===== config.mk =====
export PLATFORM = sky130hd
export DESIGN_NAME = bitwise_op_arbiter_flat
export DESIGN_NICKNAME = d
export VERILOG_FILES = /design/src/rtl/bitwise_op_arbiter_pkg.sv /design/src/rtl/bitwise_op_arbiter_if.sv /design/src/rtl/bitwise_op_arbiter_rr_arbiter.sv /design/src/rtl/bitwise_op_arbiter.sv /design/src/flat_wrapper.sv
export SDC_FILE = /design/constraint.sdc
export NUM_CORES = 1
export LEC_CHECK = 0
export ABC_AREA = 1
export BUFFER_PORTS_ARGS = -buffer_cell sky130_fd_sc_hd__buf_2
export CORE_MARGIN = 1
export CORE_UTILIZATION = 35
export CTS_BUF_LIST = sky130_fd_sc_hd__clkbuf_4 sky130_fd_sc_hd__clkbuf_8
export CTS_CLUSTER_SIZE = 25
export DETAILED_ROUTE_END_ITERATION = 10
export GPL_TIMING_DRIVEN = 0
export PLACE_DENSITY = 0.59
export SLEW_MARGIN = 20
export SYNTH_ARGS = -nofsm -noshare
export SYNTH_HDL_FRONTEND = slang
export SYNTH_SLANG_ARGS = --single-unit

===== constraint.sdc =====
create_clock -name clk -period 3.15 [get_ports clk]
set_input_delay 0.315 -clock clk [delete_from_list [all_inputs] [get_ports clk]]
set_output_delay 0.315 -clock clk [all_outputs]
set_load 0.1 [all_outputs]

===== src/rtl/bitwise_op_arbiter_pkg.sv =====
// Shared types and the per-bit logic-op helper for bitwise_op_arbiter.
package bitwise_pkg;

    localparam int unsigned OP_W = 2;

    typedef enum logic [OP_W-1:0] {
        OP_AND  = 2'b00,
        OP_OR   = 2'b01,
        OP_XOR  = 2'b10,
        OP_RSVD = 2'b11
    } bitwise_op_e;

    typedef struct packed {
        logic err;
        logic data;
    } bitwise_bit_t;

    // One result bit plus the reserved-opcode flag; callers loop over the operand width.
    function automatic bitwise_bit_t bitwise_apply(input bitwise_op_e op, input logic x, input logic y);
        bitwise_bit_t res;
        res = '0;
        case (op)
            OP_AND:  res.data = x & y;
            OP_OR:   res.data = x | y;
            OP_XOR:  res.data = x ^ y;
            default: res.err  = 1'b1;
        endcase
        return res;
    endfunction

endpackage


===== src/rtl/bitwise_op_arbiter_if.sv =====
// Request/response bundle between logic-op clients (master) and the shared arbiter (slave).
interface bitwise_op_arbiter_if #(
    parameter int unsigned NUM_REQ = 4,
    parameter int unsigned DATA_W  = 4
);
    localparam int unsigned ID_W = $clog2(NUM_REQ);

    logic [NUM_REQ-1:0]        req_valid;
    logic [NUM_REQ-1:0]        req_ready;
    logic [NUM_REQ*2-1:0]      req_op;
    logic [NUM_REQ*DATA_W-1:0] req_x;
    logic [NUM_REQ*DATA_W-1:0] req_y;
    logic                      resp_valid;
    logic                      resp_ready;
    logic [DATA_W-1:0]         resp_data;
    logic [ID_W-1:0]           resp_id;
    logic                      resp_err;

    modport master (
        output req_valid, req_op, req_x, req_y, resp_ready,
        input  req_ready, resp_valid, resp_data, resp_id, resp_err
    );

    modport slave (
        input  req_valid, req_op, req_x, req_y, resp_ready,
        output req_ready, resp_valid, resp_data, resp_id, resp_err
    );

endinterface


===== src/rtl/bitwise_op_arbiter_rr_arbiter.sv =====
// Round-robin arbiter: one-hot grant searching from last_grant+1, pointer moves only on advance.
module rr_arbiter #(
    parameter int unsigned N = 4
) (
    input  logic         clk,
    input  logic         rstn,
    input  logic [N-1:0] req,
    input  logic         advance,
    output logic [N-1:0] grant
);

    localparam int unsigned IW = $clog2(N);

    logic [IW-1:0] last_grant;
    logic [IW-1:0] gnt_idx;
    logic [IW-1:0] idx;
    logic          found;

    always_comb begin
        grant   = '0;
        gnt_idx = last_grant;
        idx     = '0;
        found   = 1'b0;
        for (int unsigned k = 1; k <= N; k++) begin
            idx = IW'((32'(last_grant) + k) % N);
            if (!found && req[idx]) begin
                grant[idx] = 1'b1;
                gnt_idx    = idx;
                found      = 1'b1;
            end
        end
    end

    // Reset to N-1 so requester 0 is searched first.
    always_ff @(posedge clk or negedge rstn) begin
        if (!rstn) begin
            last_grant <= IW'(N - 1);
        end else if (advance) begin
            last_grant <= gnt_idx;
        end
    end

endmodule


===== src/rtl/bitwise_op_arbiter.sv =====
// Shared registered AND/OR/XOR unit arbitrated round-robin between NUM_REQ requesters.
// Optional stall counter port enabled by BITWISE_ARB_STALL_CNT_EN.
module bitwise_op_arbiter
    import bitwise_pkg::*;
#(
    parameter int unsigned NUM_REQ = 4,
    parameter int unsigned DATA_W  = 4
) (
    input  logic                clk,
    input  logic                rstn,
    bitwise_op_arbiter_if.slave bus
`ifdef BITWISE_ARB_STALL_CNT_EN
    ,
    output logic [15:0]         stall_cnt
`endif
);

    localparam int unsigned ID_W = $clog2(NUM_REQ);

    logic [NUM_REQ-1:0] grant;
    logic               can_accept;
    logic               xfer;
    logic [ID_W-1:0]    gnt_id;
    bitwise_op_e        sel_op;
    logic [DATA_W-1:0]  sel_x;
    logic [DATA_W-1:0]  sel_y;
    logic [DATA_W-1:0]  calc_data;
    logic               calc_err;
    bitwise_bit_t       bit_res;

    logic               resp_valid_q;
    logic [DATA_W-1:0]  resp_data_q;
    logic [ID_W-1:0]    resp_id_q;
    logic               resp_err_q;

    // A full output slot that is draining this cycle can be refilled in the same cycle.
    assign can_accept    = !resp_valid_q || bus.resp_ready;
    assign bus.req_ready = grant & {NUM_REQ{can_accept}};
    assign xfer          = |bus.req_ready;

    rr_arbiter #(.N(NUM_REQ)) u_rr (
        .clk     (clk),
        .rstn    (rstn),
        .req     (bus.req_valid),
        .advance (xfer),
        .grant   (grant)
    );

    // One-hot operand mux and the combinational op ahead of the output register.
    always_comb begin
        gnt_id    = '0;
        sel_op    = OP_AND;
        sel_x     = '0;
        sel_y     = '0;
        calc_data = '0;
        calc_err  = 1'b0;
        bit_res   = '0;
        for (int unsigned i = 0; i < NUM_REQ; i++) begin
            if (grant[i]) begin
                gnt_id = ID_W'(i);
                sel_op = bitwise_op_e'(bus.req_op[OP_W*i +: OP_W]);
                sel_x  = bus.req_x[DATA_W*i +: DATA_W];
                sel_y  = bus.req_y[DATA_W*i +: DATA_W];
            end
        end
        for (int unsigned b = 0; b < DATA_W; b++) begin
            bit_res      = bitwise_apply(sel_op, sel_x[b], sel_y[b]);
            calc_data[b] = bit_res.data;
            calc_err     = bit_res.err;
        end
    end

    // Output register: payload holds on stall and on drain.
    always_ff @(posedge clk or negedge rstn) begin
        if (!rstn) begin
            resp_valid_q <= 1'b0;
            resp_data_q  <= '0;
            resp_id_q    <= '0;
            resp_err_q   <= 1'b0;
        end else if (xfer) begin
            resp_valid_q <= 1'b1;
            resp_data_q  <= calc_data;
            resp_id_q    <= gnt_id;
            resp_err_q   <= calc_err;
        end else if (bus.resp_ready) begin
            resp_valid_q <= 1'b0;
        end
    end

    assign bus.resp_valid = resp_valid_q;
    assign bus.resp_data  = resp_data_q;
    assign bus.resp_id    = resp_id_q;
    assign bus.resp_err   = resp_err_q;

`ifdef BITWISE_ARB_STALL_CNT_EN
    // Cycles with pending requests but no accept, saturating.
    always_ff @(posedge clk or negedge rstn) begin
        if (!rstn) begin
            stall_cnt <= '0;
        end else if ((|bus.req_valid) && !xfer && (stall_cnt != 16'hFFFF)) begin
            stall_cnt <= stall_cnt + 16'd1;
        end
    end
`endif

endmodule


===== src/flat_wrapper.sv =====
// flat-port wrapper written by rule: the top's interface ports become plain ports
module bitwise_op_arbiter_flat import bitwise_pkg::*;
#(
    parameter int unsigned NUM_REQ = 4,
    parameter int unsigned DATA_W  = 4
)
  (clk, rstn, bus_req_valid, bus_req_op, bus_req_x, bus_req_y, bus_resp_ready, bus_req_ready, bus_resp_valid, bus_resp_data, bus_resp_id, bus_resp_err);
  bitwise_op_arbiter_if #(.NUM_REQ(NUM_REQ), .DATA_W(DATA_W)) bus_i ();
  input  logic clk;
  input  logic rstn;
  input wire logic [$bits(bus_i.req_valid)-1:0] bus_req_valid;
  input wire logic [$bits(bus_i.req_op)-1:0] bus_req_op;
  input wire logic [$bits(bus_i.req_x)-1:0] bus_req_x;
  input wire logic [$bits(bus_i.req_y)-1:0] bus_req_y;
  input wire logic [$bits(bus_i.resp_ready)-1:0] bus_resp_ready;
  output wire logic [$bits(bus_i.req_ready)-1:0] bus_req_ready;
  output wire logic [$bits(bus_i.resp_valid)-1:0] bus_resp_valid;
  output wire logic [$bits(bus_i.resp_data)-1:0] bus_resp_data;
  output wire logic [$bits(bus_i.resp_id)-1:0] bus_resp_id;
  output wire logic [$bits(bus_i.resp_err)-1:0] bus_resp_err;
  assign bus_i.req_valid = bus_req_valid;
  assign bus_i.req_op = bus_req_op;
  assign bus_i.req_x = bus_req_x;
  assign bus_i.req_y = bus_req_y;
  assign bus_i.resp_ready = bus_resp_ready;
  assign bus_req_ready = bus_i.req_ready;
  assign bus_resp_valid = bus_i.resp_valid;
  assign bus_resp_data = bus_i.resp_data;
  assign bus_resp_id = bus_i.resp_id;
  assign bus_resp_err = bus_i.resp_err;
  bitwise_op_arbiter #(.NUM_REQ(NUM_REQ), .DATA_W(DATA_W)) u_core (.clk(clk), .rstn(rstn), .bus(bus_i));
endmodule

==> results.md <==
* Outcome: finished, violations left
* Failing checks: design-rule violations
* Final min period at 3.04 ns
* CTS tree: yes
* Yosys warnings at 0
* Count of state elements after synthesis at 10
* Weighted congestion reported at the end of routability-driven placement at 0.815
* Detailed placer's ending HPWL at 3550 um
* Fraction of registers with async set or reset after synthesis at 1.00
* Sequential area share after synthesis at 0.153
* Worst-case clock skew at 0.00254 ns
* CTS clk-pin slew, worst paths at 0.05 ns
* Max_cap viols at 0
* Total track usage at 0.181
* Number of DRC violations after detailed-routing iteration 0 at 97
* First-pass GRT wire length at 7510 um
* Transition at the pin with the smallest max-transition slack at 0.495 ns
* Logic depth of the worst path, buffers included at 21
* Routed wire per std cell at 12.5 um
* Clk_lat worst skew at 0.23 ns
* Gate count of the mapped netlist at 259
* Vertical extent of the die at 70.7 um
* Number of detailed-routing iterations run before antenna repair at 7
* Highest cell delay on the worst timing path at 0.54 ns
* Leading cell types by total area after synthesis: sky130_fd_sc_hd__nand2_1 (17%), sky130_fd_sc_hd__dfrtp_1 (12%), sky130_fd_sc_hd__ha_1 (12%)
* Layout Cells excl Fill at 400
* Synthesized cell area at 1650 um^2
* Tightest Hold Check Type: in -> async
* Critical path data arrival time at 3.16 ns
* Pin count of the biggest net entering global routing at 11
* Overall routed net length at 5000 um
* Distinct cells, synth at 30
* Vias after detailed routing at 1952
* Critical path startpoint category: register
* Largest fanout on the critical path at 8
* Htree depth at 1
* Sum of overflow across all layers after global routing at 0
* Detail Route Antenna Nets at 0
* Number of placed cells counting well taps at 369
* Cell type with the largest total area after synthesis: sky130_fd_sc_hd__nand2_1
* Clock Tree Root: sky130_fd_sc_hd__clkbuf_8
* R2R cell count at 21
* Boundary Pins at 59
* Routed via count divided by cell count at 4.88
* Cell family with the largest share of critical-path delay: simple AND/OR/NAND/NOR gates
* Post-synth top cells: sky130_fd_sc_hd__nand2_1 (76), sky130_fd_sc_hd__nand3_1 (39), sky130_fd_sc_hd__inv_1 (31)
* Worst Path Buf+Inv at 6
* Starting density of the core at 0.372
* Syn Area/Cell at 6.38 um^2
* Kind of end point of the critical path: register
* Final setup violation count at 0
* Top-area cell type share of the netlist area at 0.173
* Data required time at the worst endpoint at 3.27 ns
* Horizontal extent of the die at 70.7 um
* Via count of the first global-routing pass at 1658
* Number of clock buffers inserted by TritonCTS at 3
* Number of enable-type register cells in the synthesized netlist at 0
* Max-slew violations at 0
* Number of endpoints with negative hold slack in the final report at 0
* Count leader, synth: sky130_fd_sc_hd__nand2_1
* Overall die area at 5000 um^2
* # diodes at 0
* Part of the cycle the worst path needs at 0.964
* Number of rows created at floorplan at 24
* Fraction of layout cells with a size suffix above 1 at 0.491
* CORE AREA at 4440 um^2
* Max Clock Freq at 329 MHz
* Maximum buffer depth of the clock tree at 2
* Worst slew margin relative to its limit at 0.672
* Mapped Nets at 322
* Dominant cell type by count on the critical path: sky130_fd_sc_hd__nand2_1
* Ordered cell list for the critical path: buf_6 -> clkinv_8 -> ha_4 -> inv_4 -> nand3_4 -> nand2_8 -> nand3_2 -> nand2_2 -> nor2_2 -> nand2_2 -> buf_8 -> buf_12 -> nand2_1 -> a21oi_2 -> a221oi_2 -> inv_1 -> ha_1 -> nand3_2 -> nand3_1 -> nand2_1 -> nand2_1
* Area growth from synthesis to final layout at 56.0%
* Worst path slowest cell: sky130_fd_sc_hd__dfstp_2
* Most used flip-flop cell after synthesis: sky130_fd_sc_hd__dfrtp_1
* Final-stage net count at 412
* Total of buffers placed on input and output ports at 58
* Antenna violations before repair at 0
* Count of unresolved DRC violations after routing at 7
* Clock sink count at 10
* Classification of the worst setup path: reg -> reg
==> state kept, by name, indices dropped and copies added, names as in the netlist <==
name / cells
u_core.bus.resp_data: 4
u_core.u_rr.last_grant: 2
u_core.bus.resp_err: 1
u_core.bus.resp_id: 2
u_core.bus.resp_valid: 1
==> final timing paths <==
check | slack, ns | start | end
max in group asynchronous | 2.43 | rstn | u_core.u_rr.last_grant[0]
max | 0.11 | u_core.u_rr.last_grant[0] | u_core.bus.resp_data[2]
max reg2reg | 0.11 | u_core.u_rr.last_grant[0] | u_core.bus.resp_data[2]
min | 0.47 | rstn | u_core.bus.resp_data[3]
min reg2reg | 0.47 | u_core.bus.resp_id[0] | u_core.bus.resp_id[0]
min in group clk | 0.47 | u_core.bus.resp_id[0] | u_core.bus.resp_id[0]
==> cell usage in the layout, fill, tap and decap left out, types with 8 or more instances in the layout <==
cell type	netlist	routed
sky130_fd_sc_hd__nand2_1	76	62
sky130_fd_sc_hd__buf_4	2	25
sky130_fd_sc_hd__buf_2	0	58
sky130_fd_sc_hd__ha_1	16	14
sky130_fd_sc_hd__nor2_1	24	21
sky130_fd_sc_hd__dfrtp_1	8	8
sky130_fd_sc_hd__nor2_4	3	8
sky130_fd_sc_hd__nand2_2	9	20
sky130_fd_sc_hd__nand3_1	39	32
sky130_fd_sc_hd__inv_1	31	28
==> worst register-to-register path: stages, from the launching register on <==
cell	delay [ns]
sky130_fd_sc_hd__dfstp_2	0.54
sky130_fd_sc_hd__buf_6	0.13
sky130_fd_sc_hd__clkinv_8	0.06
sky130_fd_sc_hd__ha_4	0.32
sky130_fd_sc_hd__inv_4	0.06
sky130_fd_sc_hd__nand3_4	0.09
sky130_fd_sc_hd__nand2_8	0.11
sky130_fd_sc_hd__nand3_2	0.10
sky130_fd_sc_hd__nand2_2	0.07
sky130_fd_sc_hd__nor2_2	0.09
sky130_fd_sc_hd__nand2_2	0.07
sky130_fd_sc_hd__buf_8	0.14
sky130_fd_sc_hd__buf_12	0.12
sky130_fd_sc_hd__nand2_1	0.09
sky130_fd_sc_hd__a21oi_2	0.07
sky130_fd_sc_hd__a221oi_2	0.22
sky130_fd_sc_hd__inv_1	0.07
sky130_fd_sc_hd__ha_1	0.29
sky130_fd_sc_hd__nand3_2	0.08
sky130_fd_sc_hd__nand3_1	0.08
sky130_fd_sc_hd__nand2_1	0.07
sky130_fd_sc_hd__nand2_1	0.05
==> cell type report <==
| type | instances | area, um^2 |
|---|---|---|
| Buffer | 4 | 57.6 |
| Clock buffer | 4 | 55.1 |
| Fill cell | 432 | 1870 |
| Inverter | 37 | 164 |
| Multi-Input combinational cell | 208 | 1470 |
| Sequential cell | 10 | 253 |
| Tap cell | 52 | 65.1 |
| Timing Repair Buffer | 85 | 508 |
==> repair_timing <==
item,4_1_cts,5_1_grt
gates cloned,0,0
buffers inserted,6,20
hold endpoints to repair,8,0
pin swaps,4,31
hold buffers,1,0
endpoints found under the setup margin,6,7
resized for setup,14,49
==> metrics by stage <==
stage	area [um^2]	hold WS [ns]	TNS (ns)	worst slack, ns	utilization
3_3_place_gp	2020	0.183	-1.07	-0.305	0.454
5_1_grt	2580	0.490	-0.133	-0.0522	0.580
4_1_cts	2180	0.467	0	0.00614	0.491
3_5_place_dp	2020	0.186	-1.11	-0.294	0.454
2_1_floorplan	1660	0.0194	0	0.104	-
6_report	2580	0.466	0	0.114	0.580
==> logic make-up after synthesis <==
| group | synth area share |
|---|---|
| DFF | 0.153 |
| adders and majority gates | 0.121 |
| xor gates and xnor gates | 0.00530 |
| AOI/OAI and AO/OA | 0.119 |
| buffers and inverters | 0.113 |
| and+or+nand+nor | 0.489 |
==> layer usage <==
metal / share of wire / track usage / vias to the layer above / wire (um)
li1: - / - / 1012 / -
met5: 0 / 0 / - / 0
met3: 0.023 / 0.00997 / 0 / 113
met1: 0.46 / 0.264 / 907 / 2310
met4: 0 / 0.0200 / 0 / 0
met2: 0.52 / 0.306 / 33 / 2580
Power is left out: the tool's default activity adds up to more than one toggle a clock period on the data nets, which glitch-free logic cannot reach.
